## config.mk

```make
export PLATFORM = sky130hd
export DESIGN_NAME = multicycle_ctrl
export DESIGN_NICKNAME = d
export VERILOG_FILES = /design/src/rtl/multicycle_ctrl.sv
export SDC_FILE = /design/constraint.sdc
export NUM_CORES = 1
export LEC_CHECK = 0
export ABC_CLOCK_PERIOD_IN_PS = 2400
export BUFFER_PORTS_ARGS = -buffer_cell sky130_fd_sc_hd__buf_2
export CAP_MARGIN = 20
export CORE_ASPECT_RATIO = 2
export CORE_MARGIN = 2
export CORE_UTILIZATION = 50
export DETAILED_ROUTE_END_ITERATION = 6
export PLACE_DENSITY = 0.84
export SLEW_MARGIN = 20
export SYNTH_ARGS = -nofsm -noshare
export SYNTH_HDL_FRONTEND = slang
export SYNTH_SLANG_ARGS = --single-unit
```

## constraint.sdc

```tcl
create_clock -name clk -period 2.4 [get_ports clk]
set_clock_uncertainty 0.15 [all_clocks]
set_input_delay 0.24 -clock clk [delete_from_list [all_inputs] [get_ports clk]]
set_output_delay 0.24 -clock clk [all_outputs]
set_load 0.01 [all_outputs]
```

## src/rtl/multicycle_ctrl.sv

```systemverilog
// Multi-cycle FETCH/DECODE/EXEC/MEM/WB sequencer for the RV32I-subset core.
// Optional performance counters are enabled by defining PERF_CNT_EN.
module multicycle_ctrl #(
    parameter int unsigned MEM_TIMEOUT = 16,
    parameter int unsigned CNT_W       = 32
) (
    input  logic             clk,
    input  logic             rst_n,
    input  logic             run,
    input  logic [6:0]       opcode,
    input  logic [2:0]       func3,
    input  logic [6:0]       func7,
    input  logic             zero,
    input  logic             mem_ready,
    output logic             mem_req,
    output logic             mem_we,
    output logic             mem_sel,
    output logic             ir_write,
    output logic             pc_write,
    output logic [1:0]       pcsrc,
    output logic             regwrite,
    output logic [1:0]       memtoreg,
    output logic             alusrc,
    output logic [2:0]       aluop,
    output logic             halted,
    output logic             bus_err,
    output logic [CNT_W-1:0] cycle_cnt,
    output logic [CNT_W-1:0] instret_cnt
);

    typedef enum logic [2:0] {
        S_FETCH, S_DECODE, S_EXEC, S_MEM, S_WB, S_HALT
    } state_t;

    typedef enum logic [2:0] {
        C_R, C_I, C_LW, C_SW, C_BEQ, C_JAL, C_JALR, C_ILL
    } cls_t;

    state_t      state, state_nx;
    cls_t        cls;
    logic [2:0]  dec_aluop;
    logic        dec_alusrc;
    logic        fetch_busy;
    logic [31:0] wait_cnt;
    logic        bus_err_q;
    logic        req_int;
    logic        timeout;

    always_comb begin
        cls = C_ILL;
        case (opcode)
            7'b0110011: cls = C_R;
            7'b0010011: cls = C_I;
            7'b0000011: cls = C_LW;
            7'b0100011: cls = C_SW;
            7'b1100011: cls = C_BEQ;
            7'b1101111: cls = C_JAL;
            7'b1100111: cls = C_JALR;
            default:    cls = C_ILL;
        endcase
        if ((cls == C_R || cls == C_I) && (func3 == 3'b001 || func3 == 3'b101))
            cls = C_ILL;
        if (cls == C_BEQ && func3 != 3'b000)
            cls = C_ILL;
        if (cls == C_R && func7 != 7'b0000000 && func7 != 7'b0100000)
            cls = C_ILL;
    end

    always_comb begin
        dec_aluop = 3'b011;
        case (cls)
            C_BEQ: dec_aluop = 3'b111;
            C_R, C_I: begin
                case (func3)
                    3'b000:         dec_aluop = (cls == C_R && func7[5]) ? 3'b111 : 3'b011;
                    3'b111:         dec_aluop = 3'b001;
                    3'b110:         dec_aluop = 3'b000;
                    3'b100:         dec_aluop = 3'b010;
                    3'b010, 3'b011: dec_aluop = 3'b110;
                    default:        dec_aluop = 3'b011;
                endcase
            end
            default: dec_aluop = 3'b011;
        endcase
        dec_alusrc = (cls == C_I) || (cls == C_LW) || (cls == C_SW) || (cls == C_JALR);
    end

    // Once a fetch request is issued it is held to completion even if run drops.
    assign req_int = ((state == S_FETCH) && (run || fetch_busy)) || (state == S_MEM);
    assign timeout = (MEM_TIMEOUT != 0) && req_int && !mem_ready &&
                     (wait_cnt == MEM_TIMEOUT - 1);

    always_ff @(posedge clk or negedge rst_n) begin
        if (!rst_n) begin
            state      <= S_FETCH;
            fetch_busy <= 1'b0;
            wait_cnt   <= '0;
            bus_err_q  <= 1'b0;
        end else begin
            state      <= state_nx;
            fetch_busy <= (state == S_FETCH) && req_int && !mem_ready && !timeout;
            wait_cnt   <= (req_int && !mem_ready) ? wait_cnt + 32'd1 : '0;
            bus_err_q  <= bus_err_q | timeout;
        end
    end

    always_comb begin
        state_nx = state;
        case (state)
            S_FETCH: begin
                if (timeout)                  state_nx = S_HALT;
                else if (req_int && mem_ready) state_nx = S_DECODE;
            end
            S_DECODE: state_nx = (cls == C_ILL) ? S_HALT : S_EXEC;
            S_EXEC: begin
                case (cls)
                    C_BEQ:      state_nx = S_FETCH;
                    C_LW, C_SW: state_nx = S_MEM;
                    default:    state_nx = S_WB;
                endcase
            end
            S_MEM: begin
                if (timeout)        state_nx = S_HALT;
                else if (mem_ready) state_nx = (cls == C_SW) ? S_FETCH : S_WB;
            end
            S_WB:    state_nx = S_FETCH;
            default: state_nx = S_HALT;
        endcase
    end

    always_comb begin
        mem_req  = 1'b0;
        mem_we   = 1'b0;
        mem_sel  = 1'b0;
        ir_write = 1'b0;
        pc_write = 1'b0;
        pcsrc    = 2'b00;
        regwrite = 1'b0;
        memtoreg = 2'b00;
        alusrc   = 1'b0;
        aluop    = 3'b000;
        halted   = 1'b0;
        bus_err  = bus_err_q;
        case (state)
            S_FETCH: begin
                mem_req = req_int;
                if (req_int && mem_ready) begin
                    ir_write = 1'b1;
                    pc_write = 1'b1;
                end
            end
            S_EXEC: begin
                alusrc = dec_alusrc;
                aluop  = dec_aluop;
                if (cls == C_BEQ && zero) begin
                    pc_write = 1'b1;
                    pcsrc    = 2'b01;
                end
            end
            S_MEM: begin
                mem_req = 1'b1;
                mem_sel = 1'b1;
                mem_we  = (cls == C_SW);
                alusrc  = dec_alusrc;
                aluop   = dec_aluop;
            end
            S_WB: begin
                regwrite = 1'b1;
                case (cls)
                    C_LW:    memtoreg = 2'b01;
                    C_JAL: begin
                        memtoreg = 2'b10;
                        pc_write = 1'b1;
                        pcsrc    = 2'b01;
                    end
                    C_JALR: begin
                        memtoreg = 2'b10;
                        pc_write = 1'b1;
                        pcsrc    = 2'b10;
                    end
                    default: memtoreg = 2'b00;
                endcase
            end
            S_HALT:  halted = 1'b1;
            default: ;
        endcase
        // Reset forces the memory port idle immediately, not at the next edge.
        if (!rst_n) begin
            mem_req  = 1'b0;
            mem_we   = 1'b0;
            mem_sel  = 1'b0;
            ir_write = 1'b0;
            pc_write = 1'b0;
            pcsrc    = 2'b00;
            regwrite = 1'b0;
            memtoreg = 2'b00;
            alusrc   = 1'b0;
            aluop    = 3'b000;
            halted   = 1'b0;
            bus_err  = 1'b0;
        end
    end

`ifdef PERF_CNT_EN
    logic             retire;
    logic [CNT_W-1:0] cyc_q;
    logic [CNT_W-1:0] ret_q;

    assign retire = ((state == S_EXEC) && (cls == C_BEQ)) ||
                    ((state == S_MEM) && (cls == C_SW) && mem_ready) ||
                    (state == S_WB);

    always_ff @(posedge clk or negedge rst_n) begin
        if (!rst_n) begin
            cyc_q <= '0;
            ret_q <= '0;
        end else begin
            if (state != S_HALT && !(state == S_FETCH && !run))
                cyc_q <= cyc_q + 1'b1;
            if (retire)
                ret_q <= ret_q + 1'b1;
        end
    end

    assign cycle_cnt   = cyc_q;
    assign instret_cnt = ret_q;
`else
    assign cycle_cnt   = '0;
    assign instret_cnt = '0;
`endif

endmodule

```

-- Word-level counts from Yosys, hierarchy flattened
Index checks and enable logic that the tools add are counted.
- $add $sub $neg: 1
- equality and inequality tests: 32
- multiplexer cells: 45
- bitwise gates (word level): 1
- reduce and logical (&&, ||, !) cells: 35
- operator list (operator ; number):
    $mux 3 ; 12
    $eq 3x3->1 const B ; 11
    $add 32x1->32 const B ; 1
    $eq 32x4->1 const B ; 1
    $mux 32 ; 1
    $pmux 3 s5 ; 2
    $eq 7x7->1 const B ; 3
    $pmux 3 s7 ; 1
    $mux 1 ; 19
    $eq 3x2->1 const B ; 6
    $logic_not 3->1 ; 5
    $eq 7x6->1 const B ; 2
    $logic_and 1x1->1 ; 13
    $eq 3x1->1 const B ; 4
    $pmux 2 s2 ; 3
    $pmux 3 s2 ; 2
    $reduce_or 2->1 ; 5
    $eq 7x2->1 const B ; 1
    $eq 7x5->1 const B ; 1
    $logic_or 1x1->1 ; 7
    $ne 7x6->1 const B ; 1
    $reduce_bool 7->1 ; 1
    $mux 2 ; 3
    $ne 3x2->1 const B ; 1
    other kinds (7) ; 8
- register bits after elaboration: 37
- input bits: 22
- output and inout bits: 80
- logic and storage cells: 118

-- Longest topological paths before layout
- depth in word-level cells: 20
- depth in mapped cells: 8
- gate-level depth less buffers: 7

-- Worst setup path before layout
OpenSTA, ideal clock, no wires.
- kind: register to register
- start point: register state[1]
- end point: register state[0]
- setup time: 0.082 ns
- arrival: 1.844 ns
- data required time: 2.168 ns
- setup slack: 0.324 ns
- stages on the path, launching flop included: 7
- path buffers: 0
- period minus slack after synthesis: 2.076 ns
- path through: dfrtp_1 -> nor2_4 -> o21ai_2 -> a211o_1 -> or4_4 -> and3_1 -> a31oi_1
- cells in the longest elaborated chain, start to end: 7
- elaborated cells between the ends (all ways): 16
- those cells by class: eq/ne (6); mux (3); reduce/logical (7)
- RTL lines (what ; line ; text):
    from (decl) ; 39 ; state_t state, state_nx;
    from (signal assigned) ; 100 ; state <= state_nx;
    $logic_not 3->1 ; 89, 109 ;
    $logic_and 1x1->1 ; 89 ; assign req_int = ((state == S_FETCH) && (run || fetch_busy)) || (state == S_MEM);
    $logic_or 1x1->1 ; 89 ;
    $logic_and 1x1->1 (2 in a row) ; 90 ; assign timeout = (MEM_TIMEOUT != 0) && req_int && !mem_ready &&
    $mux 3 (tied with other cells) ; 123 ; if (timeout) state_nx = S_HALT;
    $pmux 3 s5 or $reduce_and 2->1 (tied branches) ; -- ;
Several ways; a longest one is shown, not always the timed one.
A chain may end at the register's enable or synchronous reset.

-- Worst setup path after layout
- start point: input opcode[3]
- end point: output pc_write
- cells in the longest elaborated chain, start to end: 18
- elaborated cells between the ends (all ways): 29
- those cells by class: eq/ne (12); mux (8); reduce/logical (9)
- RTL lines (what ; line ; text):
    from (decl) ; 10 ; input logic [6:0] opcode,
    $eq 7x7->1 (tied with other cells) ; 51 ; case (opcode)
    $pmux 3 s7 * ; 51 ;
    $eq 3x1->1 or $logic_not 3->1 (tied branches) ; 61 ; if ((cls == C_R || cls == C_I) && (func3 == 3'b001 || func3 == 3'b101))
    $logic_or 1x1->1 ; 61 ;
    $logic_and 1x1->1 ; 61 ;
    $mux 3 * ; 61 ;
    $eq 3x3->1 ; 63 ; if (cls == C_BEQ && func3 != 3'b000)
    $logic_and 1x1->1 ; 63 ;
    $mux 3 * ; 63 ;
    $logic_not 3->1 ; 65 ; if (cls == C_R && func7 != 7'b0000000 && func7 != 7'b0100000)
    $logic_and 1x1->1 (2 in a row) ; 65 ;
    $mux 3 * ; 65 ;
    $eq 3x3->1 (on tied branches) ; 169, 155 ;
    $reduce_or 2->1 (no source line) or $logic_and 1x1->1 (tied branches) ; -- ;
    $mux 1 (on tied branches) ; 169, 155 ;
    $pmux 1 s3 * ; 144 ; case (state)
    $mux 1 * ; 188 ; if (!rst_n) begin
    to (decl) ; 19 ; output logic pc_write,
Mark *: on every way between the ends. The rest lies on a longest branch, timed or not.

==> results.tsv <==
stage	metric	value	unit
sta	fin crit period	2254	ps
cts	TritonCTS clock tree	yes	
hold_path	hold path start	mem_ready	
power	Cell Pwr Density	546.7	nW/um2
worst_setup_path	crit-path max cell delay	350	ps
worst_setup_path	Critical Path Start Type	primary input	
cts	clk slew on worst S/H paths	70	ps
worst_setup_path	Worst R2R Setup Slack	260	ps
detailed_routing	via count	2328	
cts	CTS Buffer Depth	2	
sta	Tcrit/Tclk final	0.9391	
detailed_routing	DRT Pass-1 Iters	4	
yosys	Synth Register Bits	37	
worst_setup_path	worst r2r path cells	6	
finish	layout cells sized above 1	0.1680	
yosys	fraction of registers with async set/reset	1.000	
worst_setup_path	largest delay contributor family on the critical path	compound AO/OA/AOI/OAI gates	
worst_setup_path	Levels on crit path	8	
finish	final core utilization	0.5499	
job	Max-cap violations	0	
sta	Max Transition Viols Final	0	
floorplan	Ports	102	
sta	fmax	0.4437	GHz
place	GPL Wtd Cong	1.000	
worst_setup_path	Critical Path, Cell by Cell	buf_2, and3b_1, a31o_1, a211o_2, nor4_1, a41oi_1, a21oi_1, buf_2	
global_route	grt met3 use	0.03176	
place	IO buf count	37	
hold_path	class of the worst hold path	in -> reg	
hold_path	cell depth of the worst hold path	2	
finish	commonest non-fill, non-tap cells in the layout	64 x conb_1, 45 x nor2_1, 37 x dfrtp_1, 37 x buf_2, 27 x nand2_1	
cts	H-tree levels	2	
floorplan	core area	5420	um2
finish	net total in the final layout	409	
sta	Fin Setup TNS	0	ps
cts	clk sinks	37	
finish	fin area	2980	um2
floorplan	Die Span Y	109.5	um
place	placed cell area	2846	um2
floorplan	initial core utilization	0.5134	
worst_setup_path	Crit path top cell by count	buf_2	
global_route	GR peak layer	met2	
detailed_routing	Detail Route Antenna Nets	0	
worst_setup_path	Arr. time, crit path	1860	ps
yosys	Synth area leader	dfrtp_1	
yosys	synth top area cells	dfrtp_1 33%, buf_4 17%, xor2_1 6.9%	
hold_path	WHS Endpoint	fetch_busy	
worst_setup_path	worst-path maximum fanout	10	
place	HPWL Detailed	4.908	mm
yosys	Post-synth top flop	dfrtp_1	
yosys	Synth Cell Area	2783	um2
yosys	synthesized instance count	339	
global_route	met1 GRT Util	0.1957	
worst_setup_path	RR Startpoint	state[1]	
sta	unrepaired setup endpoints after global routing	no	
detailed_routing	Via density	5.208	
yosys	Warnings, synthesis	0	
global_route	first-pass GRT wire length	10.09	mm
finish	number of diodes	0	
worst_setup_path	CP Capture Type	output port	
yosys	syn avg cell area	8.208	um2
yosys	Yosys cell types	44	
worst_setup_path	Crit-path slowest cell	a211o_2	
worst_setup_path	worst path bufs/invs	2	
detailed_routing	final WL	6.250	mm
floorplan	Die W	56.75	um
sta	Fin. Hold Viols	0	
worst_setup_path	worst r2r dst	state[0]	
floorplan	Site Rows	38	
cts	Num CTS Buffers	5	
global_route	GR Util met2	0.4161	
finish	Layout Cells excl Fill	447	
status	status	completed	
yosys	top-area cell type share of the netlist area	0.3327	
yosys	Seq/Total Area, Yosys	0.3327	
detailed_routing	violation count after the first detailed-route iteration	116	
global_route	Tot GR Track Use	0.2104	
floorplan	area of the die	6214	um2
worst_setup_path	CP Data Required Time	2010	ps
power	Static Leak	0.001362	uW
yosys	Post-synth EDFFs	0	
global_route	largest net degree at the start of global routing	33	
detailed_routing	DR WL/cell	13.98	um
sta	final setup vio count	0	
detailed_routing	Remaining DRCs	0	
finish	most common cell after layout, fill and taps aside	conb_1	
cts	Root Buffer	clkbuf_8	
finish	area added between synthesis and finish	7.104	%
worst_setup_path	worst setup path category	in -> out	
cts	Clock Latency Late Sink	290	ps
global_route	initial antenna violation count	0	
global_route	vias in the first global route	2221	
power	VDD IR-drop max	557.4	uV
place	Placed Cells	438	
global_route	final global-route overflow total	0	
-- cells by family (layout without fill, tap and decap cells) --
family / after synthesis / in the layout / synth area share
and+or+nand+nor: 154 / 154 / 0.2869
buffers and inverters: 76 / 61 / 0.1893
AOI/OAI and AO/OA: 42 / 42 / 0.09712
DFF: 37 / 37 / 0.3327
xor gates and xnor gates: 28 / 28 / 0.08813
adders and majority gates: 1 / 1 / 0.004496
other: 1 / 64 / 0.001348
-- synth_stat cells, types with 3 or more instances --
| cell | n |
|---|---|
| a211o_1 | 3 |
| a211oi_1 | 3 |
| a21o_1 | 3 |
| a21oi_1 | 13 |
| a31oi_1 | 3 |
| and2_1 | 3 |
| and3_1 | 4 |
| and4_1 | 5 |
| buf_4 | 64 |
| clkbuf_1 | 5 |
| dfrtp_1 | 37 |
| inv_1 | 5 |
| nand2_1 | 27 |
| nand2b_1 | 6 |
| nand3_1 | 14 |
| nand4_1 | 11 |
| nor2_1 | 45 |
| nor2b_1 | 4 |
| nor3_1 | 7 |
| nor4_1 | 12 |
| o21ai_0 | 7 |
| or2_2 | 3 |
| xnor2_1 | 6 |
| xor2_1 | 22 |
-- where the power goes --
part | switching (uW) | total [uW] | internal [uW] | leakage, uW
logic | 254 | 390 | 136 | 0.000795
clock network | 212 | 550 | 338 | 0.0000585
registers | 42.9 | 689 | 646 | 0.000509
-- worst reg2reg max path, stage by stage (launching register included) --
cell and delay [ps]:
dfrtp_1 470, nor2_4 160, o21ai_2 70, a211o_1 300, or4_4 580, and3_1 200, a31oi_1 140
-- final cells by class --
cell class / instances / area, um2
Tap cell: 60 / 75.07
Multi-Input combinational cell: 289 / 1574
Clock inverter: 1 / 30.03
Timing Repair Buffer: 48 / 270.3
Inverter: 5 / 18.77
Fill cell: 517 / 2440
Clock buffer: 7 / 86.33
Sequential cell: 37 / 925.9
-- how the worst max path moves through the flow --
stage	start	end	slack, ps
2_1_floorplan	state[1]	state[0]	320
3_3_place_gp	opcode[4]	aluop[2]	160
3_5_place_dp	opcode[4]	aluop[2]	60
4_1_cts	opcode[4]	aluop[2]	70
5_1_grt	func3[1]	pc_write	3
6_report	opcode[3]	pc_write	150
-- per-layer routing --
metal	wire [um]	up-vias
met5	0	-
met2	3717	80
met3	263	17
met1	2038	1093
met4	230	0
li1	-	1138
-- repair_timing --
action                                 4_1_cts  5_1_grt
resized for setup                            0        3
setup endpoints to repair                    0        4
hold buffers                                 1        0
endpoints found under the hold margin       10        0
buffers inserted                             0        0
-- stage by stage --
stage / power [uW] / setup WS [ps] / hold slack [ps]
finish: 1629 / 146.2 / 27.17
detailed placement: 1086 / 63.72 / 17.48
floorplan: 1024 / 324.5 / -205.6
CTS: 1637 / 66.42 / 25.47
global placement: 1083 / 164.1 / 7.567
global route: 1722 / 2.802 / 22.66
-- registers in the layout (all words and copies together), names as in the netlist --
register	cells
wait_cnt	32
state	3
bus_err_q	1
fetch_busy	1
Note: power is estimated with default switching activity, not from simulation.
